$ cat config.mk
export PLATFORM = sky130hd
export DESIGN_NAME = seg7_hex_scan
export DESIGN_NICKNAME = d
export VERILOG_FILES = /design/src/rtl/seg7_hex_scan.sv
export SDC_FILE = /design/constraint.sdc
export NUM_CORES = 1
export LEC_CHECK = 0
export CORE_UTILIZATION = 35
export DETAILED_ROUTE_END_ITERATION = 16
export GPL_TIMING_DRIVEN = 0
export HOLD_SLACK_MARGIN = 0.03
export PLACE_DENSITY = 0.65
export REMOVE_ABC_BUFFERS = 1
export SYNTH_ARGS = -nofsm -noshare
export SYNTH_HDL_FRONTEND = slang
export SYNTH_SLANG_ARGS = --single-unit
$ cat constraint.sdc
create_clock -name clk -period 4 [get_ports clk]
set_clock_uncertainty 0.05 [all_clocks]
set_input_delay 0.8 -clock clk [delete_from_list [all_inputs] [get_ports clk]]
set_output_delay 0.8 -clock clk [all_outputs]
set_load 0.02 [all_outputs]
$ cat src/rtl/seg7_hex_scan.sv
// seg7_hex_scan: captures 4-bit hex values into a short history buffer
// (newest in entry 0) and time-multiplexes the buffer onto a
// common-cathode seven-segment array. Digit 0 is the rightmost digit.
// Optional feature macro: SEG7_LZB_EN (leading-zero blanking on digits >= 1).
module seg7_hex_scan #(
  parameter int DIGITS   = 4,
  parameter int SCAN_DIV = 4
) (
  input  logic              clk,
  input  logic              res,
  input  logic [3:0]        din,
  input  logic              din_vld,
  output logic [6:0]        seg,
  output logic [DIGITS-1:0] an,
  output logic              full
);

  localparam int IW = (DIGITS > 1) ? $clog2(DIGITS) : 1;
  localparam int FW = $clog2(DIGITS + 1);
  localparam int PW = (SCAN_DIV > 1) ? $clog2(SCAN_DIV) : 1;

  // Hex digit to {g,f,e,d,c,b,a}, active-high.
  function automatic logic [6:0] dec7(input logic [3:0] v);
    logic [6:0] s;
    case (v)
      4'h0:    s = 7'h3F;
      4'h1:    s = 7'h06;
      4'h2:    s = 7'h5B;
      4'h3:    s = 7'h4F;
      4'h4:    s = 7'h66;
      4'h5:    s = 7'h6D;
      4'h6:    s = 7'h7D;
      4'h7:    s = 7'h07;
      4'h8:    s = 7'h7F;
      4'h9:    s = 7'h6F;
      4'hA:    s = 7'h77;
      4'hB:    s = 7'h7C;
      4'hC:    s = 7'h39;
      4'hD:    s = 7'h5E;
      4'hE:    s = 7'h79;
      4'hF:    s = 7'h71;
      default: s = 7'h00;
    endcase
    return s;
  endfunction

  logic [3:0]        hbuf_r [DIGITS];
  logic [FW-1:0]     fill_r;
  logic [PW-1:0]     pre_r;
  logic [IW-1:0]     idx_r;
  logic [6:0]        seg_r;
  logic [DIGITS-1:0] an_r;
  logic              full_r;

  logic [3:0]        cur_s;
  logic [DIGITS-1:0] an_s;
  logic [DIGITS-1:0] lz_s;
  logic              lz_sel_s;
  logic              blank_s;
  logic [6:0]        seg_s;

  // History shift register: newest capture enters entry 0, oldest falls off.
  always_ff @(posedge clk or negedge res) begin
    if (!res) begin
      for (int i = 0; i < DIGITS; i++) hbuf_r[i] <= 4'h0;
    end else if (din_vld) begin
      for (int i = DIGITS - 1; i >= 1; i--) hbuf_r[i] <= hbuf_r[i-1];
      hbuf_r[0] <= din;
    end
  end

  // Count of entries written since reset, saturating at DIGITS.
  always_ff @(posedge clk or negedge res) begin
    if (!res) begin
      fill_r <= '0;
    end else if (din_vld && (fill_r != FW'(DIGITS))) begin
      fill_r <= fill_r + FW'(1);
    end
  end

  // Scan timing: prescaler paces how long each digit stays selected.
  always_ff @(posedge clk or negedge res) begin
    if (!res) begin
      pre_r <= '0;
      idx_r <= '0;
    end else if (pre_r == PW'(SCAN_DIV - 1)) begin
      pre_r <= '0;
      idx_r <= (idx_r == IW'(DIGITS - 1)) ? '0 : idx_r + IW'(1);
    end else begin
      pre_r <= pre_r + PW'(1);
    end
  end

`ifdef SEG7_LZB_EN
  // Leading-zero mask: digit i>=1 blanks when it and everything older is zero.
  always_comb begin
    logic zero_run;
    zero_run = 1'b1;
    lz_s     = '0;
    for (int i = DIGITS - 1; i >= 1; i--) begin
      zero_run = zero_run & (hbuf_r[i] == 4'h0);
      lz_s[i]  = zero_run;
    end
  end
`else
  // Leading-zero blanking disabled: zeros display as "0".
  always_comb begin
    lz_s = '0;
  end
`endif

  // Select the digit addressed by the pre-edge scan index and decode it.
  always_comb begin
    cur_s    = 4'h0;
    an_s     = '0;
    lz_sel_s = 1'b0;
    for (int i = 0; i < DIGITS; i++) begin
      an_s[i]  = (idx_r == IW'(i));
      cur_s    = (idx_r == IW'(i)) ? hbuf_r[i] : cur_s;
      lz_sel_s = (idx_r == IW'(i)) ? lz_s[i] : lz_sel_s;
    end
    blank_s = (int'(idx_r) >= int'(fill_r)) | lz_sel_s;
    seg_s   = blank_s ? 7'h00 : dec7(cur_s);
  end

  // Registered pin drivers; full follows the pre-edge fill count.
  always_ff @(posedge clk or negedge res) begin
    if (!res) begin
      seg_r  <= 7'h00;
      an_r   <= '0;
      full_r <= 1'b0;
    end else begin
      seg_r  <= seg_s;
      an_r   <= an_s;
      full_r <= (fill_r == FW'(DIGITS));
    end
  end

  assign seg  = seg_r;
  assign an   = an_r;
  assign full = full_r;

endmodule

==> implementation parameters, run 1 <==
Parameter                              Value

Worst setup path
  Crit Path Category    register to register
  CP Capture Type    register
  Critical Path Fanout Max    10
  Worst path required time    4120 ps
  Crit path launch type    register
  Arr. time, crit path    2910 ps

Run status
  Result of the run    complete, no violations

Detailed routing
  First drt pass iteration count    4
  Via count    1133
  Violation count after the first detailed-route iteration    92
  Post-detailed-route via-to-cell ratio    4.84
  Average wire per standard cell    12.7 um
  Remaining routing DRC violations    0
  ANT nets after route    0
  Routed wire length    2.98 mm

CTS
  CTS tree    done
  Count of cells resized by post-cts repair    0
  Sinks on the clock net    35
  Post-CTS Setup Inserts    0
  Maximum number of buffers from clock root to sink    2
  Root buffer cell    sky130_fd_sc_hd__clkbuf_8
  Total clock buffers created by CTS    5
  Clock Pin Slew Worst Setup and Hold Paths    70 ps
  Later-pin clock latency in the skew report    280 ps
  # hold bufs at CTS    0
  CTS HTree Levels    2

Synthesis
  Number of storage elements in the synthesis netlist    35
  Multiplexer area fraction after synthesis    0.116
  Sequential area share after synthesis    0.506
  Count of flip-flops with a built-in enable after synthesis    0
  Average cell area after synthesis    11.9 um2
  Most used flip-flop cell after synthesis    sky130_fd_sc_hd__dfrtp_1
  Xor/xnor share of the synthesized area    0.00506
  Synthesis warning total    0
  Share of flip-flops with an asynchronous set or reset after synthesis    1.00
  Compound-Gate Fraction of Synth Area    0.126
  Post-synthesis adder-cell area fraction    0.116
  Count of mapped cells out of synthesis    145
  Combinational family with the most area after synthesis    compound AO/OA/AOI/OAI gates
  Distinct cells, synth    33
  Cell area after synthesis    1730 um2
  Area fraction in and, or, nand and nor cells after synthesis    0.0968

GRT
  Antenna violations before repair    0
  Total global-route track usage    0.132
  Wire length of the first global-routing pass    5.24 mm
  Overflow left after global routing    0
  Pin count of the biggest net entering global routing    36
  Via count of the first global-routing pass    1107

Final layout
  Fill cell total of the finished layout    470
  Share of final-layout standard cells stronger than drive strength 1    0.198
  Area Growth Syn to Fin    18.0%
  Commonest cells after routing, fill and taps aside    35 x sky130_fd_sc_hd__dfrtp_1, 17 x sky130_fd_sc_hd__clkdlybuf4s50_1, 16 x sky130_fd_sc_hd__mux2_2, 16 x sky130_fd_sc_hd__ha_1, 12 x sky130_fd_sc_hd__nand2_1
  FF/Latch Area    876 um2
  Antenna Cells    0
  Nets@finish    189
  Most common library cell in the layout ignoring fill and taps    sky130_fd_sc_hd__dfrtp_1
  Final Cell Area    2040 um2
  Area taken by multi-input logic gates    795 um2

Floorplanning
  Io pins    19
  Full die area    5230 um2
  Initial core utilization    0.364
  Core region area    4750 um2
  Horizontal extent of the die    72.3 um
  Vert. Die Dim    72.3 um
  Number of standard-cell rows in the floorplan    25

Timing
  Setup slack after layout    1200 ps
  Share of the clock period used by the worst path after layout    0.699
  Setup repair after global routing missed its margin    false
  Post-route setup TNS    0 ps
  Number of failing setup endpoints in the final timing report    0
  Timing-limited maximum frequency    358 MHz
  Period minus WS final    2800 ps
  Number of pins exceeding their max-slew limit in the final report    0
  Worst slew pin tran    865 ps
  Remaining max-slew budget at the tightest pin    0.422
  Final Hold Fails    0

Placed design
  Placed standard-cell area    1960 um2
  Setup slack after placement    1260 ps
  Global placer's final weighted congestion    0.923
  HPWL after DPL    2.13 mm
  Port-buffer cells    18

Power and ir drop
  Areal power density over the cells    513 nW/um2
  Leakage power summed over all cells    0.895 nW
  VDD IR max    166 uV

Job
  Max_cap viols    0

Min path
  Worst min-delay path class    register to register
==> cell usage after synthesis, types with 2 or more instances <==
| master | number | share of area |
|---|---|---|
| sky130_fd_sc_hd__o21ai_0 | 5 | 0.014 |
| sky130_fd_sc_hd__nand2_1 | 12 | 0.026 |
| sky130_fd_sc_hd__a211oi_1 | 3 | 0.013 |
| sky130_fd_sc_hd__nand3b_1 | 4 | 0.017 |
| sky130_fd_sc_hd__inv_1 | 7 | 0.015 |
| sky130_fd_sc_hd__nor2_1 | 8 | 0.017 |
| sky130_fd_sc_hd__a21oi_1 | 6 | 0.017 |
| sky130_fd_sc_hd__mux2i_1 | 2 | 0.012 |
| sky130_fd_sc_hd__mux2_2 | 16 | 0.10 |
| sky130_fd_sc_hd__buf_6 | 2 | 0.013 |
| sky130_fd_sc_hd__nor3b_1 | 2 | 0.0087 |
| sky130_fd_sc_hd__dfrtp_1 | 35 | 0.51 |
| sky130_fd_sc_hd__o22ai_1 | 2 | 0.0072 |
| sky130_fd_sc_hd__a211oi_2 | 3 | 0.022 |
| sky130_fd_sc_hd__ha_1 | 16 | 0.12 |
| sky130_fd_sc_hd__a31oi_1 | 3 | 0.011 |
| sky130_fd_sc_hd__nor2b_1 | 3 | 0.011 |
==> sequential cells by signal (all words and copies together), names as in the netlist <==
signal	count
idx_r	2
pre_r	2
seg	7
fill_r	3
an	4
hbuf_r	16
full	1
==> where the power goes <==
| group | switching, mW | internal, mW |
|---|---|---|
| Combinational | 0.169 | 0.162 |
| Sequential | 0.0408 | 0.434 |
| Clock | 0.122 | 0.119 |
| Total | 0.332 | 0.716 |
==> stage by stage <==
step	total power, mW	hold WS, ps	std cells	utilization
5_1_grt	1.13	381	234	0.430
3_5_place_dp	0.816	366	226	0.412
2_1_floorplan	0.683	353	141	-
3_3_place_gp	0.798	364	226	0.413
4_1_cts	1.06	375	234	0.430
6_report	1.05	374	234	0.430
==> kinds of logic after synthesis <==
| group | after synthesis |
|---|---|
| AO/OA/AOI/OAI | 29 |
| flip-flops | 35 |
| XOR/XNOR | 1 |
| adder cells (fa/ha/maj) | 16 |
| multiplexers | 18 |
| buffers and inverters | 12 |
| AND/OR/NAND/NOR | 34 |
==> path summary, 6_finish.rpt <==
check                                     start               endpoint  slack [ps]  cells past startpoint
max                        idx_r[1]$_DFFE_PN0P_       seg[4]$_DFF_PN0_        1200                      8
min in group asynchronous                   res  fill_r[0]$_DFFE_PN0P_         540                      1
min                          pre_r[0]$_DFF_PN0_     pre_r[0]$_DFF_PN0_         370                      1
min reg2reg                  pre_r[0]$_DFF_PN0_     pre_r[0]$_DFF_PN0_         370                      1
max in group asynchronous                   res        an[0]$_DFF_PN0_        2880                      1
max reg2reg                idx_r[1]$_DFFE_PN0P_       seg[4]$_DFF_PN0_        1200                      8
==> area by class of cell <==
type / count / area share
clock buffers: 5 / 0.0337
repair buffers: 18 / 0.0857
clock inverters: 3 / 0.00735
flip-flops and latches: 35 / 0.429
well taps: 67 / 0.0410
inverters: 8 / 0.0147
multi-input cells: 98 / 0.389
==> critical path: stages, from the launching register on <==
cell and delay (ps):
sky130_fd_sc_hd__dfrtp_1 400, sky130_fd_sc_hd__ha_1 380, sky130_fd_sc_hd__nand2b_1 190, sky130_fd_sc_hd__o22ai_1 70, sky130_fd_sc_hd__a31oi_1 520, sky130_fd_sc_hd__inv_1 200, sky130_fd_sc_hd__ha_1 280, sky130_fd_sc_hd__o31a_2 360
sky130_fd_sc_hd__o221a_2 240
==> metal layers <==
layer,share of wire,global-route usage,routed length (um)
met1,0.48,0.184,1420
met2,0.49,0.193,1450
met3,0.035,0.0458,103
met4,0.0020,0.0414,6
met5,0,0,0
No activity file was read; power rests on OpenSTA's default activity.
==> run 2, diff against run 1 <==
Clock period 4 ns to 2.7 ns, I/O delays scaled along.
==> run 2 against run 1 <==
Combinational power grew 49%; final cell count is the same; global-route usage is essentially flat; worst setup slack lost 1100 ps; hold slack lost 100 ps; critical path depth is the same; utilization grew 0.55 points; maximum frequency grew 8.6%; first-iteration DRC count grew 14%; highest routed layer unchanged.
==> implementation parameters, run 2 (synthesis gave the netlist of run 1 again) <==
Parameter                              Value

CTS
  Sinks on the clock net    35
  Later-pin clock latency in the skew report    280 ps
  CTS tree    done
  Maximum number of buffers from clock root to sink    2
  Clock Pin Slew Worst Setup and Hold Paths    70 ps
  CTS HTree Levels    2
  Root buffer cell    sky130_fd_sc_hd__clkbuf_8
  Post-CTS Setup Inserts    0
  Total clock buffers created by CTS    5

Timing
  Number of failing setup endpoints in the final timing report    0
  Number of pins exceeding their max-slew limit in the final report    0
  Final Hold Fails    0
  Worst slew pin tran    865 ps
  Timing-limited maximum frequency    389 MHz
  Period minus WS final    2570 ps
  Setup repair after global routing missed its margin    false
  Post-route setup TNS    0 ps
  Remaining max-slew budget at the tightest pin    0.421
  Share of the clock period used by the worst path after layout    0.953

GRT
  Via count of the first global-routing pass    1114
  Pin count of the biggest net entering global routing    36
  Antenna violations before repair    0
  Overflow left after global routing    0
  Wire length of the first global-routing pass    5.26 mm
  Total global-route track usage    0.132

Detailed routing
  Remaining routing DRC violations    0
  First drt pass iteration count    4
  Routed wire length    3.01 mm
  Average wire per standard cell    12.8 um
  Met3 WL post-DR    117 um
  Violation count after the first detailed-route iteration    105
  ANT nets after route    0
  Via count    1136
  Post-detailed-route via-to-cell ratio    4.85
  Met2 Routed Length    1.45 mm
  Detailed-routing wirelength on met1    1.44 mm
  Uppermost signal routing layer after detailed routing    met4

Min path
  Worst min-delay path class    input port to async pin

Power and ir drop
  Sw frac    0.318
  Net switching power    0.494 mW
  Areal power density over the cells    752 nW/um2
  Combinational share of power    0.318
  Internal    1.06 mW
  VDD IR max    245 uV
  Clk pwr share    0.231
  Leakage power summed over all cells    0.893 nW
  Relative contribution of sequential cells to total power    0.452

Final layout
  Final Non-Filler Cells    234
  Most common library cell in the layout ignoring fill and taps    sky130_fd_sc_hd__dfrtp_1
  Number of flip-flops in the largest register    16
  Antenna Cells    0
  Area Growth Syn to Fin    19.5%
  Register name with the most flops    hbuf_r
  Share of final-layout standard cells stronger than drive strength 1    0.222
  Commonest cells after routing, fill and taps aside    35 x sky130_fd_sc_hd__dfrtp_1, 17 x sky130_fd_sc_hd__clkdlybuf4s50_1, 16 x sky130_fd_sc_hd__mux2_2
  Nets@finish    189

Worst setup path
  Worst Reg-to-Reg Cells    8
  Crit path launch type    register
  Critical Path Fanout Max    9
  CP Capture Type    register
  Largest stage delay on the critical path    400 ps
  Crit Path Category    register to register
  Arr. time, crit path    2690 ps
  Cell breakdown of the critical path    inv_1, ha_1, nand3b_1, a31oi_2, inv_1, ha_1, o31a_2, o221a_2
  Master of the slowest instance on the critical path    sky130_fd_sc_hd__dfrtp_1
  Worst path required time    2820 ps

Placed design
  Number of placed instances, taps included    226
  HPWL after DPL    2.13 mm
  Global placer's final weighted congestion    0.923
  Port-buffer cells    18

Floorplanning
  Horizontal extent of the die    72.3 um
  Vert. Die Dim    72.3 um
  Number of standard-cell rows in the floorplan    25
  Full die area    5230 um2
  Io pins    19
  Core region area    4750 um2
  Initial core utilization    0.364

Job
  Max_cap viols    0

Run status
  Result of the run    complete, no violations
==> run 2: cell counts in the layout (fill, tap and decap cells not counted) <==
Identical to the previous run, type by type.
==> run 2: per-stage QoR <==
step / power, mW / instance area, um2 / hold slack [ps] / utilization / worst slack, ps
floorplan: 1.01 / 1700 / 194 / - / 294
global placement: 1.18 / 1960 / 364 / 0.413 / 1.41
detailed placement: 1.21 / 1960 / 366 / 0.412 / -41.2
CTS: 1.58 / 2060 / 306 / 0.432 / 120
global route: 1.67 / 2070 / 330 / 0.435 / 9.96
finish: 1.56 / 2070 / 274 / 0.435 / 127
==> run 2: area by class of cell <==
type,instances,area [um2]
well taps,67,83.8
clock inverters,3,15.0
flip-flops and latches,35,876
inverters,8,30.0
clock buffers,5,68.8
fillers,465,2690
multi-input cells,98,821
repair buffers,18,175
==> run 2: what timing repair did <==
action                     4_1_cts  5_1_grt
gates resized for setup          2        3
hold buffers                     0        0
setup endpoints to repair        1        1
==> run 2: worst paths after layout <==
check	slack [ps]	from	to
setup / recovery	130	idx_r[1]$_DFFE_PN0P_	seg[4]$_DFF_PN0_
hold / removal	270	res	fill_r[0]$_DFFE_PN0P_
setup reg to reg	130	idx_r[1]$_DFFE_PN0P_	seg[4]$_DFF_PN0_
hold reg to reg	370	pre_r[0]$_DFF_PN0_	pre_r[0]$_DFF_PN0_
max in group asynchronous	1840	res	hbuf_r[7]$_DFFE_PN0P_
min in group clk	370	pre_r[0]$_DFF_PN0_	pre_r[0]$_DFF_PN0_
==> run 2: layer usage <==
layer | track usage | vias up
li1 | - | 554
met1 | 0.182 | 545
met2 | 0.196 | 35
met3 | 0.0458 | 2
met4 | 0.0414 | 0
met5 | 0 | -
==> run 2: power groups by stage <==
stage          Combinational, mW  Sequential, mW  Clock, mW
6_report                   0.494           0.703      0.359
5_1_grt                    0.549           0.717      0.405
4_1_cts                    0.495           0.705      0.376
3_5_place_dp               0.493           0.716          0
3_3_place_gp               0.475           0.707          0
2_1_floorplan              0.238           0.775          0
==> run 2: critical path, delay by kind of cell, from the launching register on <==
kind	cells	cell delay [ps]
buf+inv	2	250
fa+ha+maj	2	540
compound gates	3	990
simple gates	1	210
flops	1	400
==> run 3, diff against run 2 <==
Settings changed: SETUP_SLACK_MARGIN from default to 0.3, TNS_END_PERCENT from default to 100.
==> run 3 against run 2 <==
Hold slack worse by 5.2 ps; critical endpoint unchanged; maximum frequency is 12% higher; largest cell class is now multi-input gates; count of clock-buffer cells in the layout stayed put; final cell count is 3.0% higher; wire length is 3.7% higher; non-clock buffer count is 7 higher; first-iteration DRC count is 28% lower; cell area is 6.0% higher.
==> implementation parameters, run 3 (synthesis gave the netlist of run 1 again) <==
Parameter                              Value

Run status
  Result of the run    complete, no violations

Timing
  Remaining max-slew budget at the tightest pin    0.423
  Final Hold Fails    0
  Period minus WS final    2310 ps
  Share of the clock period used by the worst path after layout    0.854
  Setup repair after global routing missed its margin    false
  Number of pins exceeding their max-slew limit in the final report    0
  Timing-limited maximum frequency    434 MHz
  Worst slew pin tran    863 ps
  Post-route setup TNS    0 ps
  Number of failing setup endpoints in the final timing report    0

Final layout
  Most common library cell in the layout ignoring fill and taps    sky130_fd_sc_hd__dfrtp_1
  Share of final-layout standard cells stronger than drive strength 1    0.299
  Area Growth Syn to Fin    26.7%
  Register name with the most flops    hbuf_r
  Number of flip-flops in the largest register    16
  Antenna Cells    0
  Commonest cells after routing, fill and taps aside    33 x sky130_fd_sc_hd__dfrtp_1, 17 x sky130_fd_sc_hd__clkdlybuf4s50_1, 16 x sky130_fd_sc_hd__mux2_2
  Final Non-Filler Cells    241
  Nets@finish    196

Detailed routing
  Routed wire length    3.12 mm
  First drt pass iteration count    4
  Remaining routing DRC violations    0
  Violation count after the first detailed-route iteration    76
  Average wire per standard cell    12.9 um
  Via count    1171
  Post-detailed-route via-to-cell ratio    4.86
  ANT nets after route    0

Floorplanning
  Vert. Die Dim    72.3 um
  Number of standard-cell rows in the floorplan    25
  Horizontal extent of the die    72.3 um
  Initial core utilization    0.364
  Core region area    4750 um2
  Io pins    19
  Full die area    5230 um2

Job
  Max_cap viols    0

GRT
  Wire length of the first global-routing pass    5.39 mm
  Total global-route track usage    0.135
  Pin count of the biggest net entering global routing    36
  Via count of the first global-routing pass    1127
  Overflow left after global routing    0
  Antenna violations before repair    0

CTS
  Root buffer cell    sky130_fd_sc_hd__clkbuf_8
  Later-pin clock latency in the skew report    290 ps
  Maximum number of buffers from clock root to sink    2
  CTS tree    done
  Total clock buffers created by CTS    5
  Sinks on the clock net    35
  # hold bufs at CTS    0
  Clock Pin Slew Worst Setup and Hold Paths    70 ps
  CTS HTree Levels    2

Min path
  Worst min-delay path class    input port to async pin

Power and ir drop
  Clk pwr share    0.229
  Internal    1.08 mW
  Areal power density over the cells    719 nW/um2
  Relative contribution of sequential cells to total power    0.447
  VDD IR max    247 uV
  Combinational share of power    0.324
  Net switching power    0.501 mW
  Sw frac    0.318
  Leakage power summed over all cells    0.934 nW

Placed design
  Global placer's final weighted congestion    0.923
  Port-buffer cells    18
  HPWL after DPL    2.13 mm
  Number of placed instances, taps included    226

Worst setup path
  Critical Path Fanout Max    7
  Worst path required time    2820 ps
  CP Capture Type    register
  Crit path launch type    register
  Crit Path Category    register to register
  Arr. time, crit path    2430 ps
## run 3: cell types whose count changed in the layout (fill, tap and decap cells not counted), moves of 2 or more
cell | previous run | this run
sky130_fd_sc_hd__inv_2 | 1 | 3
sky130_fd_sc_hd__ha_2 | 2 | 0
sky130_fd_sc_hd__ha_1 | 14 | 12
sky130_fd_sc_hd__dfrtp_1 | 35 | 33
sky130_fd_sc_hd__dfrtp_2 | 0 | 2
sky130_fd_sc_hd__ha_4 | 0 | 4
sky130_fd_sc_hd__buf_4 | 0 | 7
sky130_fd_sc_hd__inv_1 | 7 | 5
## run 3: what timing repair did
item | 4_1_cts | 5_1_grt
buffers inserted | 1 | 6
resized for setup | 7 | 12
setup endpoints to repair | 5 | 4
pin swaps | 1 | 1
## run 3: layer usage
metal	wire length [um]	up-vias	global-route usage	part of all wire
li1	-	566	-	-
met1	1450	570	0.186	0.46
met2	1490	31	0.200	0.48
met3	149	4	0.0458	0.048
met4	27	0	0.0414	0.0087
met5	0	-	0	0
## run 3: critical path, stage by stage (launching register included)
cell                       delay (ps)
sky130_fd_sc_hd__dfrtp_2          450
sky130_fd_sc_hd__inv_2            140
sky130_fd_sc_hd__ha_4             210
sky130_fd_sc_hd__nand2b_1         110
sky130_fd_sc_hd__o22ai_1          230
sky130_fd_sc_hd__a31oi_4           60
sky130_fd_sc_hd__buf_4            170
sky130_fd_sc_hd__ha_1             200
sky130_fd_sc_hd__o31a_2           320
sky130_fd_sc_hd__o221a_2          240
## run 3: path summary, 6_finish.rpt
kind | from | endpoint | slack (ps) | cells past startpoint
worst min-delay path | res | fill_r[0]$_DFFE_PN0P_ | 270 | 1
worst max-delay path | idx_r[0]$_DFFE_PN0P_ | seg[4]$_DFF_PN0_ | 390 | 9
min in group clk | pre_r[0]$_DFF_PN0_ | pre_r[0]$_DFF_PN0_ | 370 | 1
worst max register to register | idx_r[0]$_DFFE_PN0P_ | seg[4]$_DFF_PN0_ | 390 | 9
max in group asynchronous | res | idx_r[0]$_DFFE_PN0P_ | 1800 | 1
worst min register to register | pre_r[0]$_DFF_PN0_ | pre_r[0]$_DFF_PN0_ | 370 | 1
## run 3: power groups by stage
| stage | clock [mW] | sequential, mW | combinational [mW] |
|---|---|---|---|
| after floorplan | 0 | 0.775 | 0.238 |
| after global placement | 0 | 0.707 | 0.475 |
| after detailed placement | 0 | 0.716 | 0.493 |
| after CTS | 0.376 | 0.705 | 0.502 |
| after global routing | 0.405 | 0.719 | 0.567 |
| final | 0.362 | 0.705 | 0.511 |
## run 3: layout make-up
class                      instances  area (um2)
clock buffer                       5        68.8
inverter                           8        30.0
tap                               67        83.8
fill                             451        2560
timing repair buffer              25         228
multi-input combinational         98         891
clock inverter                     3        15.0
sequential                        35         878
## run 3: stage by stage
stage | util | power, mW | hold slack [ps] | area, um2 | setup slack [ps]
final | 0.462 | 1.58 | 269 | 2190 | 394
after global routing | 0.462 | 1.69 | 330 | 2190 | 288
after CTS | 0.440 | 1.58 | 306 | 2090 | 259
after detailed placement | 0.412 | 1.21 | 366 | 1960 | -41.2
after global placement | 0.413 | 1.18 | 364 | 1960 | 1.41
after floorplan | - | 1.01 | 194 | 1700 | 294
